**src/rtl/mc_pkg.sv**
```systemverilog
// Shared types and constants for the multicycle MIPS-subset core.
// Optional link support (jal/jr) is enabled by defining MCD_LINK_EN.
package mc_pkg;

    typedef enum logic [3:0] {
        S_FETCH, S_DECODE, S_MEMADR, S_MEMRD, S_MEMWB,
        S_MEMWR, S_EXEC, S_ALUWB, S_ADDIEX, S_ADDIWB,
        S_BRANCH, S_JUMP, S_HALT, S_JALST, S_JRST
    } state_t;

    localparam logic [5:0] OP_R    = 6'h00;
    localparam logic [5:0] OP_J    = 6'h02;
    localparam logic [5:0] OP_JAL  = 6'h03;
    localparam logic [5:0] OP_BEQ  = 6'h04;
    localparam logic [5:0] OP_ADDI = 6'h08;
    localparam logic [5:0] OP_LW   = 6'h23;
    localparam logic [5:0] OP_SW   = 6'h2B;

    localparam logic [5:0] FN_JR  = 6'h08;
    localparam logic [5:0] FN_ADD = 6'h20;
    localparam logic [5:0] FN_SUB = 6'h22;
    localparam logic [5:0] FN_AND = 6'h24;
    localparam logic [5:0] FN_OR  = 6'h25;
    localparam logic [5:0] FN_SLT = 6'h2A;

    localparam logic [2:0] ALU_ADD = 3'b010;
    localparam logic [2:0] ALU_SUB = 3'b110;
    localparam logic [2:0] ALU_AND = 3'b000;
    localparam logic [2:0] ALU_OR  = 3'b001;
    localparam logic [2:0] ALU_SLT = 3'b111;

    localparam logic [1:0] DST_RT   = 2'd0;
    localparam logic [1:0] DST_RD   = 2'd1;
    localparam logic [1:0] DST_LINK = 2'd2;

    localparam logic [1:0] SRC_ALU = 2'd0;
    localparam logic [1:0] SRC_MDR = 2'd1;
    localparam logic [1:0] SRC_PC  = 2'd2;

    typedef struct packed {
        logic       ir_we;
        logic       ab_we;
        logic       br_calc;
        logic       imm_calc;
        logic       exec;
        logic       mdr_we;
        logic       rf_we;
        logic [1:0] dst;
        logic [1:0] src;
        logic       pc_br;
        logic       pc_j;
        logic       pc_jr;
    } ctrl_t;

    function automatic logic [2:0] alu_code(input logic [5:0] fn);
        case (fn)
            FN_SUB:  return ALU_SUB;
            FN_AND:  return ALU_AND;
            FN_OR:   return ALU_OR;
            FN_SLT:  return ALU_SLT;
            default: return ALU_ADD;
        endcase
    endfunction

endpackage

```
**src/rtl/mc_datapath_ctrl.sv**
```systemverilog
// Control FSM: state register, dispatch, timeout counter, strobes.
// Defining MCD_LINK_EN makes jal/jr legal.
module mc_ctrl
    import mc_pkg::*;
#(
    parameter int TIMEOUT = 255
) (
    input  logic       clk,
    input  logic       reset,
    input  logic [5:0] op,
    input  logic [5:0] funct,
    input  logic       mem_ready,
    output state_t     state,
    output ctrl_t      ctrl,
    output logic       mem_req,
    output logic       mem_we,
    output logic       err
);

    state_t     nxt;
    logic [7:0] tcnt;
    logic       is_mem;
    logic       done;
    logic       tout;

    function automatic logic mem_state(input state_t s);
        return s == S_FETCH || s == S_MEMRD || s == S_MEMWR;
    endfunction

    assign is_mem = mem_state(state);
    assign done   = mem_req && mem_ready;
    assign tout   = is_mem && !done && tcnt == 8'(TIMEOUT);

    // State register
    always_ff @(posedge clk) begin
        if (reset) state <= S_FETCH;
        else       state <= nxt;
    end

    // Next-state: sequencing, opcode dispatch, timeout override
    always_comb begin
        nxt = state;
        unique case (state)
            S_FETCH: if (done) nxt = S_DECODE;
            S_DECODE: begin
                nxt = S_HALT;
                case (op)
                    OP_R: begin
                        if (funct == FN_ADD || funct == FN_SUB ||
                            funct == FN_AND || funct == FN_OR  ||
                            funct == FN_SLT)
                            nxt = S_EXEC;
`ifdef MCD_LINK_EN
                        if (funct == FN_JR) nxt = S_JRST;
`endif
                    end
                    OP_LW, OP_SW: nxt = S_MEMADR;
                    OP_BEQ:       nxt = S_BRANCH;
                    OP_ADDI:      nxt = S_ADDIEX;
                    OP_J:         nxt = S_JUMP;
`ifdef MCD_LINK_EN
                    OP_JAL:       nxt = S_JALST;
`endif
                    default:      nxt = S_HALT;
                endcase
            end
            S_MEMADR: nxt = (op == OP_SW) ? S_MEMWR : S_MEMRD;
            S_MEMRD:  if (done) nxt = S_MEMWB;
            S_MEMWR:  if (done) nxt = S_FETCH;
            S_EXEC:   nxt = S_ALUWB;
            S_ADDIEX: nxt = S_ADDIWB;
            S_HALT:   nxt = S_HALT;
            default:  nxt = S_FETCH;
        endcase
        if (tout) nxt = S_HALT;
    end

    // Registered bus strobes, halt cause and wait counter
    always_ff @(posedge clk) begin
        if (reset) begin
            mem_req <= 1'b0;
            mem_we  <= 1'b0;
            err     <= 1'b0;
            tcnt    <= '0;
        end else begin
            mem_req <= mem_state(nxt);
            mem_we  <= nxt == S_MEMWR;
            if (tout) err <= 1'b1;
            if (nxt != state)
                tcnt <= '0;
            else if (is_mem && !done)
                tcnt <= tcnt + 8'd1;
        end
    end

    // Per-state datapath strobes
    always_comb begin
        ctrl = '0;
        unique case (state)
            S_FETCH:  ctrl.ir_we = done;
            S_DECODE: begin
                ctrl.ab_we   = 1'b1;
                ctrl.br_calc = 1'b1;
            end
            S_MEMADR: ctrl.imm_calc = 1'b1;
            S_ADDIEX: ctrl.imm_calc = 1'b1;
            S_MEMRD:  ctrl.mdr_we = done;
            S_MEMWB: begin
                ctrl.rf_we = 1'b1;
                ctrl.dst   = DST_RT;
                ctrl.src   = SRC_MDR;
            end
            S_EXEC:   ctrl.exec = 1'b1;
            S_ALUWB: begin
                ctrl.rf_we = 1'b1;
                ctrl.dst   = DST_RD;
                ctrl.src   = SRC_ALU;
            end
            S_ADDIWB: begin
                ctrl.rf_we = 1'b1;
                ctrl.dst   = DST_RT;
                ctrl.src   = SRC_ALU;
            end
            S_BRANCH: ctrl.pc_br = 1'b1;
            S_JUMP:   ctrl.pc_j = 1'b1;
            S_JALST: begin
                ctrl.pc_j  = 1'b1;
                ctrl.rf_we = 1'b1;
                ctrl.dst   = DST_LINK;
                ctrl.src   = SRC_PC;
            end
            S_JRST:   ctrl.pc_jr = 1'b1;
            default:  ctrl = '0;
        endcase
    end

endmodule

```
**src/rtl/mc_datapath.sv**
```systemverilog
// Multicycle MIPS-subset core top: register file, ALU, datapath regs.
// Defining MCD_LINK_EN adds jal (writes LINK_REG) and jr.
module mc_datapath
    import mc_pkg::*;
#(
    parameter int             n        = 32,
    parameter logic [n-1:0]   RESET_PC = '0,
    parameter int             LINK_REG = 15,
    parameter int             TIMEOUT  = 255
) (
    input  logic         clk,
    input  logic         reset,
    output logic         mem_req,
    output logic         mem_we,
    output logic [n-1:0] mem_addr,
    output logic [n-1:0] mem_wdata,
    input  logic [n-1:0] mem_rdata,
    input  logic         mem_ready,
    output logic [n-1:0] pc,
    output logic         halt,
    output logic         err
);

    state_t       state;
    ctrl_t        c;
    logic [31:0]  ir;
    logic [n-1:0] a, b, aluout, mdr;
    logic [n-1:0] rf [32];
    logic [n-1:0] simm, jtarget, wd;
    logic [4:0]   rs, rt, rd, wa;

    assign rs      = ir[25:21];
    assign rt      = ir[20:16];
    assign rd      = ir[15:11];
    assign simm    = {{(n-16){ir[15]}}, ir[15:0]};
    assign jtarget = {pc[n-1:28], ir[25:0], 2'b00};

    function automatic logic [n-1:0] alu(
        input logic [n-1:0] x,
        input logic [n-1:0] y,
        input logic [2:0]   code
    );
        case (code)
            ALU_SUB: return x - y;
            ALU_AND: return x & y;
            ALU_OR:  return x | y;
            ALU_SLT: return {{(n-1){1'b0}}, $signed(x) < $signed(y)};
            default: return x + y;
        endcase
    endfunction

    mc_ctrl #(.TIMEOUT(TIMEOUT)) u_ctrl (
        .clk       (clk),
        .reset     (reset),
        .op        (ir[31:26]),
        .funct     (ir[5:0]),
        .mem_ready (mem_ready),
        .state     (state),
        .ctrl      (c),
        .mem_req   (mem_req),
        .mem_we    (mem_we),
        .err       (err)
    );

    assign mem_addr  = (state == S_FETCH) ? pc : aluout;
    assign mem_wdata = b;
    assign halt      = state == S_HALT;

    // Write-back destination and source selection
    always_comb begin
        wa = rt;
        wd = aluout;
        case (c.dst)
            DST_RD:   wa = rd;
            DST_LINK: wa = 5'(LINK_REG);
            default:  wa = rt;
        endcase
        case (c.src)
            SRC_MDR: wd = mdr;
            SRC_PC:  wd = pc;
            default: wd = aluout;
        endcase
    end

    // Register file; $0 is never written so it always reads zero
    always_ff @(posedge clk) begin
        if (reset) begin
            for (int i = 0; i < 32; i++) rf[i] <= '0;
        end else if (c.rf_we && wa != 5'd0) begin
            rf[wa] <= wd;
        end
    end

    // PC, instruction and intermediate datapath registers
    always_ff @(posedge clk) begin
        if (reset) begin
            pc     <= RESET_PC;
            ir     <= '0;
            a      <= '0;
            b      <= '0;
            aluout <= '0;
            mdr    <= '0;
        end else begin
            if (c.ir_we) begin
                ir <= mem_rdata[31:0];
                pc <= pc + n'(4);
            end
            if (c.ab_we) begin
                a <= rf[rs];
                b <= rf[rt];
            end
            if (c.br_calc)  aluout <= pc + (simm << 2);
            if (c.imm_calc) aluout <= a + simm;
            if (c.exec)     aluout <= alu(a, b, alu_code(ir[5:0]));
            if (c.mdr_we)   mdr <= mem_rdata;
            if (c.pc_br && a == b) pc <= aluout;
            if (c.pc_j)     pc <= jtarget;
            if (c.pc_jr)    pc <= a;
        end
    end

endmodule

```
**config.mk**
```make
export PLATFORM = sky130hd
export DESIGN_NAME = mc_datapath
export DESIGN_NICKNAME = d
export VERILOG_FILES = /design/src/rtl/mc_pkg.sv /design/src/rtl/mc_datapath_ctrl.sv /design/src/rtl/mc_datapath.sv
export SDC_FILE = /design/constraint.sdc
export NUM_CORES = 2
export LEC_CHECK = 0
export CAP_MARGIN = 20
export CORE_ASPECT_RATIO = 0.5
export CORE_MARGIN = 8
export CORE_UTILIZATION = 40
export CTS_CLUSTER_DIAMETER = 30
export DETAILED_ROUTE_END_ITERATION = 10
export MAX_ROUTING_LAYER = met4
export PLACE_DENSITY = 0.65
export SYNTH_ARGS = -nofsm -noshare
export SYNTH_HDL_FRONTEND = slang
export SYNTH_SLANG_ARGS = --single-unit
```
**constraint.sdc**
```tcl
create_clock -name clk -period 11.75 [get_ports clk]
set_clock_uncertainty 0.05 [all_clocks]
set_input_delay 1.7625 -clock clk [delete_from_list [all_inputs] [get_ports clk]]
set_output_delay 1.7625 -clock clk [all_outputs]
set_load 0.01 [all_outputs]
```
==> impl_metrics.toml <==
[detailed_routing]
drt_iter0_markers = 7853
dr.pass1.iters = 6
vias_per_cell = 6.337
avgRoutedWirePerCell_um = 30.21
routed_wl_um = 245700
antenna_left = 0
vias = 51540
drc = 0

[layout]
nets = 5845
drive_gt1_frac = 0.2269
area_growth_pct = 15.80
fillers = 15162
regArea_um2 = 34930
multi_input_area_um2 = 32500

[synth]
synth_compound_area_frac = 0.08314
avgSynthCellArea_um2 = 12.29
yosys.area.top_type = "edfxtp_1"
yosysWarnings = 0
ys_top_cells_by_area = "edfxtp_1 (44%), mux4_2 (21%), nor2_1 (7.1%), dfxtp_1 (6.0%), ha_1 (2.9%)"
ys_seq_area_frac = 0.5024
synth_edf_count = 1024
synth.area.mux_share = 0.2238
async_reset_ff_frac = 0
ys_types = 94
synth_top_family_by_area = "multiplexers"
yosys_most_used_dff = "edfxtp_1"
synth_seq_cells = 1231
synth_area_um2 = 69460
synthSimpleGateAreaFrac = 0.1126
synth_top_cell_area_share = 0.4427
synth_xor_xnor_area_share = 0.01147
postSynthCellCount = 5650
synthAdderAreaFrac = 0.03034

[sta]
tightestPinTransition_ps = 1201
post-route-min-period_ps = 6036
hold_ws_ps = 404.1
period_share = 0.5137
setup-violations-final = 0
final.setup.tns_ps = 0
slew_headroom = 0.1991
drv_slew = 0
rsz0062_at_grt = "false"
hold_viol = 0
timing.fmax_mhz = 165.7

[critical_path]
setup.worst_path.class = "flip-flop to flip-flop"
cp_max_fo = 33
end_kind = "flip-flop"
critPathArrivalTime_ps = 6300
cp_slowest_cell = "nor3_1"
critPathRequiredTime_ps = 12020
start_kind = "flip-flop"
cp_slowest_stage_delay_ps = 880
rr_worst_depth = 11
crit_chain = "inv_1 > nor2_1 > nand3_1 > ha_1 > nand2_1 > o21ai_0 > nor3_1 > nor3b_1 > buf_4 > nand2_2 > nand2b_2"

[placed_design]
gp_congestion = 0.9559
dp_hpwl_um = 162100
io_buffers = 134

[run_status]
status = "complete, no violations"

[global_route]
grt_pass1_vias = 49166
grt_max_degree = 115
antenna_found_initial = 6
grt_overflow = 0
grt.total_usage = 0.2610
grt_pass1_wl_um = 351200

[clock_network]
path_clk_slew_ps = 60
hold_buffers = 0
cts-resized-gates = 0
cts_num_sinks = 1231
numCtsBuffers = 202
insertion_delay_ps = 850
root_buffer = "clkbuf_16"
clock_path_buffers = 3
post_cts_buffers = 0
htree_levels = 4
cts_tree = "built"

[pwr]
power.density_nw_per_um2 = 212.0
peakVddDrop_mv = 0.1311
leakagePower_nw = 26.11
power_mw = 17.05

[floorplan]
fp.dieH_um = 310.7
core_area_um2 = 173000
core.rowCount = 108
die_w_um = 605.3
die_area_um2 = 188000
ios = 135
start_util = 0.4016

[worst_hold_path]
hold_class = "flip-flop to flip-flop"
min_path_cells = 2

[flow_run]
max_cap_viol_count = 0
path summary, 6_finish.rpt:
kind                            slack [ps]                       start                       end
worst min register to register         400         mdr[9]$_SDFFE_PP0P_       mdr[9]$_SDFFE_PP0P_
worst max-delay path                  5710  u_ctrl.state[2]$_SDFF_PP0_  rf[16][12]$_SDFFCE_PN0P_
worst min-delay path                   400         mdr[9]$_SDFFE_PP0P_       mdr[9]$_SDFFE_PP0P_
worst max register to register        5710  u_ctrl.state[2]$_SDFF_PP0_  rf[16][12]$_SDFFCE_PN0P_
cells by family (layout without fill, tap and decap cells):
logic type                 Yosys count  in the layout
AOI/OAI and AO/OA                  880            880
xor gates and xnor gates            91             91
adders and majority gates          166            166
buffers and inverters              641            778
DFF                               1231           1231
muxes                              749            749
other                                1             37
and+or+nand+nor                   1891           1891
synth_stat cells (19+ instances only):
library cell  count
nand2_1         288
nand3_1          51
clkbuf_1        412
xnor2_1          52
mux2_2           33
a22oi_1          35
nor2_1         1305
a21o_1           37
o211ai_1         22
a211oi_1        159
edfxtp_1       1024
nor2b_1          19
o21ai_0         118
buf_2            57
nand2b_1         50
nor3_1           57
buf_1            38
a221oi_1         22
o21bai_1         20
xor2_1           39
mux2i_1          76
mux4_2          640
dfxtp_1         207
ha_1            162
inv_1           126
a21oi_1         300
registers in the layout (all words and copies together), names as in the netlist:
name and cells:
a 32, aluout 32, ir 32, mdr 32
mem_wdata 32, pc 32, rf 1024, u_ctrl.err 1
u_ctrl.mem_req 1, u_ctrl.mem_we 1, u_ctrl.state 4, u_ctrl.tcnt 8
layout make-up:
type | count | area share
multi-input cells | 3809 | 0.4041
well taps | 2310 | 0.03594
diodes | 5 | 0.0001556
clock inverters | 163 | 0.02436
flip-flops and latches | 1231 | 0.4343
clock buffers | 215 | 0.06437
repair buffers | 272 | 0.03080
inverters | 128 | 0.005974
critical path, delay by kind of cell (launching register included):
kind / cells / cell delay [ps]
AO/OA/AOI/OAI: 1 / 200
adder cells (fa/ha/maj): 1 / 550
buffers and inverters: 2 / 530
flip-flops: 1 / 790
AND/OR/NAND/NOR: 7 / 3340
layout by cell type (no fill, tap or decap), types with 25 or more instances in the layout:
cell,n
inv_1,126
nor2_1,1301
xor2_1,39
dfxtp_1,195
a21o_1,37
edfxtp_1,1024
xnor2_1,52
nand2b_2,31
clkbuf_16,205
mux4_2,640
o21ai_0,118
a21oi_2,32
mux2i_1,76
clkinv_2,25
nand2_1,257
a21oi_1,268
conb_1,32
bufinv_16,27
a211oi_1,159
mux2_2,33
nand2_2,33
nor3_1,55
clkinvlp_4,31
clkdlybuf4s50_1,133
ha_1,161
a22oi_1,35
nand3_1,51
buf_4,130
stage by stage:
stage / utilization / instance area (um2) / cells / setup slack, ps
6_report: 0.4650 / 80430 / 8133 / 5714
5_1_grt: 0.4650 / 80430 / 8132 / 5572
4_1_cts: 0.4646 / 80360 / 8125 / 5952
3_5_place_dp: 0.4233 / 73220 / 7747 / 5984
3_3_place_gp: 0.4231 / 73180 / 7745 / 6151
2_1_floorplan: - / 69570 / 5681 / 7689
routing by layer:
| layer | track usage | wire length [um] |
|---|---|---|
| met5 | - | 0 |
| met4 | 0.1021 | 11010 |
| met3 | 0.07035 | 31150 |
| met2 | 0.3896 | 110700 |
| met1 | 0.3402 | 92840 |
power breakdown:
| group | internal [mW] | leakage [nW] | switching (mW) | total, mW |
|---|---|---|---|---|
| sequential | 4.99 | 12.2 | 0.526 | 5.52 |
| clock | 3.84 | 3.40 | 2.35 | 6.20 |
| combinational | 1.98 | 10.5 | 3.35 | 5.33 |
Power figures use the tool's default switching activity.
